$ cat config.mk
export PLATFORM = sky130hd
export DESIGN_NAME = spi_slave_rw
export DESIGN_NICKNAME = d
export VERILOG_FILES = /design/src/rtl/spi_slave_rw.sv
export SDC_FILE = /design/constraint.sdc
export NUM_CORES = 1
export LEC_CHECK = 0
export BUFFER_PORTS_ARGS = -buffer_cell sky130_fd_sc_hd__buf_2
export CAP_MARGIN = 20
export CORE_MARGIN = 3
export CORE_UTILIZATION = 40
export DETAILED_ROUTE_END_ITERATION = 10
export PLACE_DENSITY = 0.66
export RECOVER_POWER = 50
export SYNTH_ARGS = -nofsm -noshare
export SYNTH_HDL_FRONTEND = slang
export SYNTH_SLANG_ARGS = --single-unit
$ cat constraint.sdc
create_clock -name clk_i -period 2.23 [get_ports clk_i]
set_input_delay 0.446 -clock clk_i [delete_from_list [all_inputs] [get_ports clk_i]]
set_output_delay 0.446 -clock clk_i [all_outputs]
set_load 0.02 [all_outputs]
$ cat src/rtl/spi_slave_rw.sv
`default_nettype none
// ==================================================================================
// spi_slave_rw: oversampled SPI mode-0 slave bridging to the register bus (rev 1.0)
// Build option SPI_SLAVE_RW_BURST_EN enables multi-word bursts with address increment
// ==================================================================================
module spi_slave_rw #(
  parameter int AW = 8,
  parameter int DW = 8
) (
  input  logic          clk_i,
  input  logic          rst_i,
  input  logic          cs_i,       // active-low chip select
  input  logic          sclk_i,
  input  logic          mosi_i,
  output logic          miso_o,
  output logic          miso_oe_o,
  output logic [AW-1:0] addr_o,
  output logic [DW-1:0] wdata_o,
  output logic          wen_o,
  output logic          rreq_o,
  input  logic [DW-1:0] rdata_i
);

  localparam int SW = (AW > DW) ? AW : DW;
  localparam int CW = $clog2(SW + 1);
  localparam logic [CW-1:0] C_ALAST = CW'(AW - 1);
  localparam logic [CW-1:0] C_DLAST = CW'(DW - 1);

  typedef enum logic [2:0] {S_IDLE, S_CMD, S_ADDR, S_DATA, S_DONE} state_t;

  logic [1:0]    cs_s_q, sclk_s_q, mosi_s_q;
  logic          sclk_prev_q;
  state_t        state_q;
  logic [CW-1:0] cnt_q;
  logic [SW-2:0] sh_q;
  logic          rw_q, armed_q, first_fall_q, ld_tx_q;
  logic [AW-1:0] addr_q;
  logic [DW-1:0] wdata_q, tx_q;
  logic          wen_q, wen_pend_q, rreq_q, rreq_pend_q, oe_q;
`ifdef SPI_SLAVE_RW_BURST_EN
  logic [DW-1:0] nxt_q;
  logic          ld_next_q, inc_wr_q;
`endif

  logic          cs_hi, mosi_s, sclk_rise, sclk_fall;
  logic [SW-1:0] sh_d;

  assign cs_hi     = cs_s_q[1];
  assign mosi_s    = mosi_s_q[1];
  assign sclk_rise = sclk_s_q[1] & ~sclk_prev_q;
  assign sclk_fall = ~sclk_s_q[1] & sclk_prev_q;
  assign sh_d      = {sh_q, mosi_s};

  always_ff @(posedge clk_i) begin
    if (rst_i) begin
      cs_s_q      <= '0;
      sclk_s_q    <= '0;
      mosi_s_q    <= '0;
      sclk_prev_q <= 1'b0;
    end else begin
      cs_s_q      <= {cs_s_q[0], cs_i};
      sclk_s_q    <= {sclk_s_q[0], sclk_i};
      mosi_s_q    <= {mosi_s_q[0], mosi_i};
      sclk_prev_q <= sclk_s_q[1];
    end
  end

  always_ff @(posedge clk_i) begin
    if (rst_i) begin
      state_q      <= S_IDLE;
      cnt_q        <= '0;
      sh_q         <= '0;
      rw_q         <= 1'b0;
      armed_q      <= 1'b0;
      first_fall_q <= 1'b0;
      ld_tx_q      <= 1'b0;
      addr_q       <= '0;
      wdata_q      <= '0;
      tx_q         <= '0;
      oe_q         <= 1'b0;
      wen_q        <= 1'b0;
      wen_pend_q   <= 1'b0;
      rreq_q       <= 1'b0;
      rreq_pend_q  <= 1'b0;
`ifdef SPI_SLAVE_RW_BURST_EN
      nxt_q        <= '0;
      ld_next_q    <= 1'b0;
      inc_wr_q     <= 1'b0;
`endif
    end else begin
      wen_q       <= wen_pend_q;
      wen_pend_q  <= 1'b0;
      rreq_q      <= rreq_pend_q;
      rreq_pend_q <= 1'b0;
      // Armed only after CS is seen high, so a frame already in flight at reset is ignored
      if (cs_hi) armed_q <= 1'b1;

      if (rreq_q && state_q == S_DATA) begin
        if (ld_tx_q) begin
          tx_q <= rdata_i;
          oe_q <= 1'b1;
        end
`ifdef SPI_SLAVE_RW_BURST_EN
        else begin
          nxt_q <= rdata_i;
        end
`endif
      end

      if (cs_hi && state_q != S_IDLE) begin
        state_q      <= S_IDLE;
        tx_q         <= '0;
        oe_q         <= 1'b0;
        first_fall_q <= 1'b0;
        ld_tx_q      <= 1'b0;
`ifdef SPI_SLAVE_RW_BURST_EN
        ld_next_q    <= 1'b0;
        inc_wr_q     <= 1'b0;
`endif
      end else begin
        case (state_q)
          S_IDLE: begin
            if (armed_q && !cs_hi) begin
              state_q <= S_CMD;
              cnt_q   <= '0;
              armed_q <= 1'b0;
            end
          end
          S_CMD: begin
            if (sclk_rise) begin
              rw_q    <= mosi_s;
              cnt_q   <= '0;
              state_q <= S_ADDR;
            end
          end
          S_ADDR: begin
            if (sclk_rise) begin
              sh_q <= sh_d[SW-2:0];
              if (cnt_q == C_ALAST) begin
                addr_q       <= sh_d[AW-1:0];
                cnt_q        <= '0;
                state_q      <= S_DATA;
                first_fall_q <= 1'b1;
                if (rw_q) begin
                  rreq_pend_q <= 1'b1;
                  ld_tx_q     <= 1'b1;
                end
              end else begin
                cnt_q <= cnt_q + 1'b1;
              end
            end
          end
          S_DATA: begin
            if (sclk_rise) begin
              sh_q <= sh_d[SW-2:0];
              if (cnt_q == C_DLAST) begin
                cnt_q <= '0;
                if (!rw_q) begin
                  wdata_q    <= sh_d[DW-1:0];
                  wen_pend_q <= 1'b1;
                end
`ifdef SPI_SLAVE_RW_BURST_EN
                // Reads prefetch the next address now; writes keep ADDR stable under WEN
                if (rw_q) begin
                  addr_q      <= addr_q + 1'b1;
                  rreq_pend_q <= 1'b1;
                  ld_tx_q     <= 1'b0;
                  ld_next_q   <= 1'b1;
                end else begin
                  inc_wr_q <= 1'b1;
                end
`else
                state_q <= S_DONE;
                tx_q    <= '0;
                oe_q    <= 1'b0;
`endif
              end else begin
                cnt_q <= cnt_q + 1'b1;
              end
            end else if (sclk_fall) begin
              first_fall_q <= 1'b0;
              if (rw_q && !first_fall_q) begin
`ifdef SPI_SLAVE_RW_BURST_EN
                if (ld_next_q) begin
                  tx_q      <= nxt_q;
                  ld_next_q <= 1'b0;
                end else begin
                  tx_q <= tx_q << 1;
                end
`else
                tx_q <= tx_q << 1;
`endif
              end
`ifdef SPI_SLAVE_RW_BURST_EN
              if (inc_wr_q) begin
                addr_q   <= addr_q + 1'b1;
                inc_wr_q <= 1'b0;
              end
`endif
            end
          end
          S_DONE: begin
            tx_q <= '0;
            oe_q <= 1'b0;
          end
          default: state_q <= S_IDLE;
        endcase
      end
    end
  end

  assign miso_o    = tx_q[DW-1];
  assign miso_oe_o = oe_q;
  assign addr_o    = addr_q;
  assign wdata_o   = wdata_q;
  assign wen_o     = wen_q;
  assign rreq_o    = rreq_q;

endmodule
`default_nettype wire

==> impl_metrics.toml, run 1 <==
[yosys]
synth_area_um2 = 2128
synth_area_leaders = "dfxtp_1 51%, mux2i_1 16%, nor2_1 6.0%"
syn_avg_cell_area_um2 = 10.33
synth_nets = 220
synth_top_area_share_pct = 50.79
yosysWarnings = 0
synth_area_leader_cell = "dfxtp_1"
synth_edf_count = 0
ys_seq_area_share_pct = 50.79
syn_inst = 206
synthFlopType = "dfxtp_1"
ys_ff_latch = 54
async_flop_share_pct = 0
yosysUniqueCellTypes = 41

[route]
viasPerCell = 5.072
vias = 1557
drtIter0Drc = 111
drc_errors = 0
ant_nets = 0
drt-pass1-iter-count = 4
wl_um = 3764
post_drt_wl_per_cell_um = 12.26

[sta]
fin_hold_ws_ns = 0.3468
slew_headroom_pct = 36.46
fin_crit_sh_pct = 82.80
rsz0062_at_grt = "false"
max_freq_mhz = 541.6
slew_violations = 0
worst_pin_slew_ns = 0.9531
min_period_ns = 1.846
setup_violations = 0
worst_clock_skew_ns = 0.008132
hold_viol = 0
tns_ns = 0

[finish]
nFillCells = 506
areaGrowthSynthToFinish_pct = 14.93
final_layout_size_suffix_gt1_share_pct = 12.50
diodes = 0
layout.nets = 253

[placement]
dp_hpwl_um = 2576
place.gp.congestion = 0.8339
io_buffers = 32

[setup_path]
cp-start-kind = "primary input"
startpoint = "rst_i"
crit_fanout = 24
r2r_end = "cnt_q[0]"
worstRegToRegCells = 4
critPathCaptureType = "flip-flop"
path_class = "in2reg"
r2r_slack_ns = 0.43
critical_path_required_ns = 2.39
cp-endpoint = "addr_o[7]"
r2r_start = "state_q[0]"
crit_arrival_ns = 2.01

[clock_tree]
post-cts-setup-buffers = 0
clock_sinks = 54
hold_buffers = 0
cts-root-buf = "clkbuf_8"
ctsHtreeMaxLevel = 2
clk_latency_ns = 0.30
cts_tree = "done"
cts_resized = 0
path_clk_slew_ns = 0.10
cts_buffers = 5
clockBufferDepth = 2

[floorplanning]
ios = 33
rows = 25
fp.dieH_um = 78.95
die_area_um2 = 6232
core_um2 = 4942
initial_utilization_pct = 43.06
die_x_um = 78.95

[power]
p_leak_nw = 0.8158
p_total_w = 0.001708
ir_drop_mv = 0.4206
powerDensity_nw_per_um2 = 698.3

[global_route]
grt_usage_pct = 13.11
grt_pass1_vias = 1483
grt_remaining_overflow = 0
grt_first_pass_wirelength_um = 6706
grt_start_max_net_pins = 25
antenna_found_initial = 0

[flow_run]
max_cap_viol_count = 0

[run_status]
status = "completed"

[hold_path]
hold_path.class = "in2reg"
-- layer usage --
layer / up-vias / global-route usage [%] / routed length, um
met2: 39 / 20.88 / 1635
met4: 0 / 4.124 / 42
met5: - / 0 / 0
met1: 715 / 17.30 / 1873
met3: 7 / 3.628 / 212
li1: 796 / - / -
-- Yosys cell counts (2+ instances only) --
cell type	count
mux2_2	2
a31oi_1	2
nor3_1	4
nand2b_1	2
nand2_1	4
nor4_1	3
clkbuf_1	4
a21oi_1	4
nor4_4	2
o21ai_0	3
buf_2	4
a2111oi_0	2
o2bb2ai_1	7
dfxtp_1	54
nor2_1	34
nand3b_1	3
inv_1	4
a22oi_1	2
nor2b_1	11
nor2_2	2
mux2i_1	33
-- layout make-up --
cell class | count | area [um2] | share of cell area (%)
tap | 67 | 83.83 | 3.427
inverter | 4 | 15.01 | 0.6138
timing repair buffer | 36 | 160.2 | 6.547
sequential | 54 | 1081 | 44.19
clock buffer | 6 | 82.58 | 3.376
multi-input combinational | 138 | 984.7 | 40.26
clock inverter | 2 | 38.79 | 1.586
-- metrics by stage --
step / util, % / area (um2) / setup slack (ns) / std cells
2_1_floorplan: - / 2128 / 0.5363 / 206
3_3_place_gp: 47.72 / 2359 / 0.4708 / 299
3_5_place_dp: 47.72 / 2359 / 0.4491 / 299
4_1_cts: 50.18 / 2480 / 0.4402 / 307
5_1_grt: 49.49 / 2446 / 0.2303 / 307
6_report: 49.49 / 2446 / 0.3836 / 307
-- how the worst min path moves through the flow --
stage / start / to / slack [ns] / depth (start not counted)
2_1_floorplan: cs_s_q[0] / cs_s_q[1] / 0.41 / 1
3_3_place_gp: cs_s_q[0] / cs_s_q[1] / 0.42 / 1
3_5_place_dp: sclk_s_q[0] / sclk_s_q[1] / 0.42 / 1
4_1_cts: sclk_i / sclk_s_q[0] / 0.34 / 2
5_1_grt: sclk_i / sclk_s_q[0] / 0.35 / 2
6_report: sclk_i / sclk_s_q[0] / 0.35 / 2
-- cells by family after synthesis --
logic type | after synthesis | share of synthesized area (%)
AOI/OAI and AO/OA | 26 | 9.054
adders and majority gates | 1 | 0.5878
buffers and inverters | 14 | 3.056
DFF | 54 | 50.79
muxes | 35 | 16.58
and+or+nand+nor | 76 | 19.93
-- power breakdown --
part / internal [W] / switching, W
clock: 0.000369 / 0.000314
sequential: 0.000970 / 0.00000727
combinational: 0.0000175 / 0.0000294
-- critical path, cell delays in order --
cell and delay, ns:
clkbuf_1 0.66, clkbuf_1 0.78, nor2_1 0.11
-- registers in the layout, indices dropped and copies added (netlist names), 2 cells and up --
name	flops
tx_q	8
mosi_s_q	2
sh_q	7
addr_o	8
cs_s_q	2
state_q	3
sclk_s_q	2
wdata_o	8
cnt_q	4
-- placed cells by master (no fill, tap or decap), drive strengths merged, types with 2 or more instances in the layout --
cell type | Yosys | layout
o2bb2ai | 7 | 7
a2111oi | 2 | 2
inv | 4 | 5
nand2 | 4 | 4
nand3b | 4 | 4
clkbuf | 4 | 28
buf | 6 | 14
nor2 | 36 | 36
mux2i | 33 | 33
nand2b | 2 | 2
a31oi | 2 | 2
a21oi | 4 | 4
dfxtp | 54 | 54
nor4 | 5 | 5
nor3 | 4 | 4
nor2b | 11 | 11
mux2 | 2 | 2
a22oi | 2 | 2
o21ai | 3 | 3
Note: power is estimated with default switching activity, not from simulation.
==> run 2: changes to the inputs <==
--- a/config.mk
+++ b/config.mk
@@ -5,12 +5,13 @@
 export SDC_FILE = /design/constraint.sdc
 export NUM_CORES = 1
 export LEC_CHECK = 0
+export ABC_AREA = 1
 export BUFFER_PORTS_ARGS = -buffer_cell sky130_fd_sc_hd__buf_2
 export CAP_MARGIN = 20
 export CORE_MARGIN = 3
 export CORE_UTILIZATION = 40
 export DETAILED_ROUTE_END_ITERATION = 10
-export PLACE_DENSITY = 0.66
+export PLACE_DENSITY = 0.67
 export RECOVER_POWER = 50
 export SYNTH_ARGS = -nofsm -noshare
 export SYNTH_HDL_FRONTEND = slang
==> constraint.sdc (replaced) <==
create_clock -name clk_i -period 1.5 [get_ports clk_i]
set_input_delay 0.3 -clock clk_i [delete_from_list [all_inputs] [get_ports clk_i]]
set_output_delay 0.3 -clock clk_i [all_outputs]
set_load 0.02 [all_outputs]
==> run 2 against run 1 <==
Effect of this change:
- synthesized cell count up 53%
- area after synthesis up 10%
- sequential share of layout area down 4.8 points
- sequential power up 68%
- cell count up 42%
- worst setup slack worse by 0.30 ns
- final area up 13%
- critical endpoint is now addr_o[4]
- highest routed layer unchanged
==> impl_metrics.toml, run 2 <==
[floorplanning]
fp.dieH_um = 82.63
ios = 33
die_area_um2 = 6827
initial_utilization_pct = 41.88
rows = 27
die_x_um = 82.63
core_um2 = 5608

[finish]
final_core_util_pct = 49.15
areaGrowthSynthToFinish_pct = 17.37
layout.nets = 377
layoutNonFillerInstCount = 435
final_layout_size_suffix_gt1_share_pct = 19.01
diodes = 0
final_common_cell = "nand2_1"
design_area_um2 = 2756
layout_common_cells = "78 x nand2_1, 50 x dfxtp_1, 40 x nor2_1"

[power]
ir_drop_mv = 0.7028
p_leak_nw = 1.248
powerDensity_nw_per_um2 = 1223
p_total_w = 0.003370

[sta]
fin_crit_sh_pct = 94.28
slew_violations = 0
worst_clock_skew_ns = 0.003307
slew_headroom_pct = 78.64
fin_hold_ws_ns = 0.1996
min_period_ns = 1.414
setup_violations = 0
hold_viol = 0
max_freq_mhz = 707.1
worst_pin_slew_ns = 0.3200

[global_route]
antenna_found_initial = 0
grt_start_max_net_pins = 25
grt_usage_pct = 15.24
grt_pass1_vias = 1887
grt_remaining_overflow = 0
grt_first_pass_wirelength_um = 8038

[run_status]
status = "completed"

[yosys]
muxShareOfSynthArea_pct = 0
syn_inst = 315
yosysWarnings = 0
async_flop_share_pct = 0
synth_top_family_by_area = "simple AND/OR/NAND/NOR gates"
synth_area_um2 = 2349
synth_fa_ha_area_share_pct = 0.5328
syn_avg_cell_area_um2 = 7.456
synth_top_area_share_pct = 46.03
synth_area_leaders = "dfxtp_1 46%, nand2_1 13%, nor2_1 6.4%"
synthSimpleGateAreaFrac_pct = 34.52
synth_area_leader_cell = "dfxtp_1"
synth.top_cells.by_count = "83 x nand2_1, 54 x dfxtp_1, 40 x nor2_1, 37 x inv_1, 23 x a21oi_1"
yosysUniqueCellTypes = 28
synth_nets = 329
synthFlopType = "dfxtp_1"
synth-xor-area-share_pct = 0.3729
yosysMostFrequentCell = "nand2_1"
ys_ff_latch = 54
synth_edf_count = 0
synth_compound_area_share_pct = 9.856
ys_seq_area_share_pct = 46.03

[clock_tree]
cts-root-buf = "clkbuf_8"
clock_sinks = 54
clockBufferDepth = 2
path_clk_slew_ns = 0.09
cts_buffers = 5
hold_buffers = 0
ctsHtreeMaxLevel = 2
cts_tree = "done"
clk_latency_ns = 0.30

[setup_path]
cp-start-kind = "flip-flop"
path_class = "reg2reg"
critPathCaptureType = "flip-flop"
crit_fanout = 8
critical_path_required_ns = 1.73
crit_arrival_ns = 1.65

[flow_run]
max_cap_viol_count = 0

[placement]
place.gp.congestion = 0.8160
dp_hpwl_um = 3460
io_buffers = 32
placed_area_um2 = 2640
dp_cells = 425

[route]
ant_nets = 0
vias = 2062
viasPerCell = 4.740
post_drt_wl_per_cell_um = 11.19
drt-pass1-iter-count = 4
drtIter0Drc = 110
drc_errors = 0
wl_um = 4866

[hold_path]
hold_path.class = "in2reg"
run 2: cell types whose count changed in the layout (fill, tap and decap cells not counted), moves of 9 or more:
cell,before,now
nand2_1,4,78
o21ai_0,3,16
buf_4,3,12
a21oi_1,4,23
nand3_1,1,15
nand2_2,0,10
mux2i_1,33,0
inv_1,4,37
nor2b_1,11,0
run 2: worst paths after layout:
| path | start | endpoint | slack (ns) | cells past startpoint |
|---|---|---|---|---|
| worst max-delay path | cnt_q[1] | addr_o[4] | 0.09 | 8 |
| worst min-delay path | cs_i | cs_s_q[0] | 0.20 | 3 |
| worst max register to register | cnt_q[1] | addr_o[4] | 0.09 | 8 |
| worst min register to register | cs_s_q[0] | cs_s_q[1] | 0.40 | 2 |
run 2: layout make-up:
class,count,area (um2)
flip-flops and latches,54,1086
fillers,594,2851
clock buffers,6,72.57
well taps,72,90.09
multi-input cells,214,1101
clock inverters,1,7.507
inverters,43,163.9
repair buffers,45,235.2
run 2: kinds of logic after synthesis:
| kind of cell | count (synthesis) |
|---|---|
| and+or+nand+nor | 166 |
| AOI/OAI and AO/OA | 45 |
| buffers and inverters | 48 |
| DFF | 54 |
| xor gates and xnor gates | 1 |
| adders and majority gates | 1 |
run 2: layer usage:
| metal | vias to the layer above | global-route usage (%) | share of wire, % |
|---|---|---|---|
| met4 | 0 | 5.392 | 0.64 |
| met5 | - | 0 | 0 |
| met1 | 948 | 18.07 | 46 |
| met2 | 33 | 27.00 | 51 |
| li1 | 1079 | - | - |
| met3 | 2 | 3.254 | 3.3 |
run 2: critical path: stages (launching register included):
cell and delay (ns):
dfxtp_2 0.37, ha_4 0.14, nand2_2 0.07, nor2_4 0.15, buf_6 0.14, nand2_2 0.07
nor2_4 0.18, o21ai_0 0.10, a21oi_1 0.12
run 2: per-stage QoR:
stage / setup TNS [ns] / setup slack [ns]
after floorplan: 0 / 0.07774
after global placement: 0 / 0.02160
after detailed placement: 0 / 0.001183
after CTS: 0 / 0.0009721
after global routing: -0.04328 / -0.01488
final: 0 / 0.08578
run 2: report_power, final:
group / internal, W / leakage [nW] / switching [W]
Clock: 0.000321 / 0.0373 / 0.000443
Sequential: 0.00153 / 0.439 / 0.000108
Combinational: 0.000355 / 0.772 / 0.000615
Total: 0.00220 / 1.25 / 0.00117
run 2: timing repair:
item	4_1_cts	5_1_grt
pin swaps	1	3
gates cloned	0	1
resized for setup	0	17
setup buffers	0	2
endpoints found under the setup margin	4	32
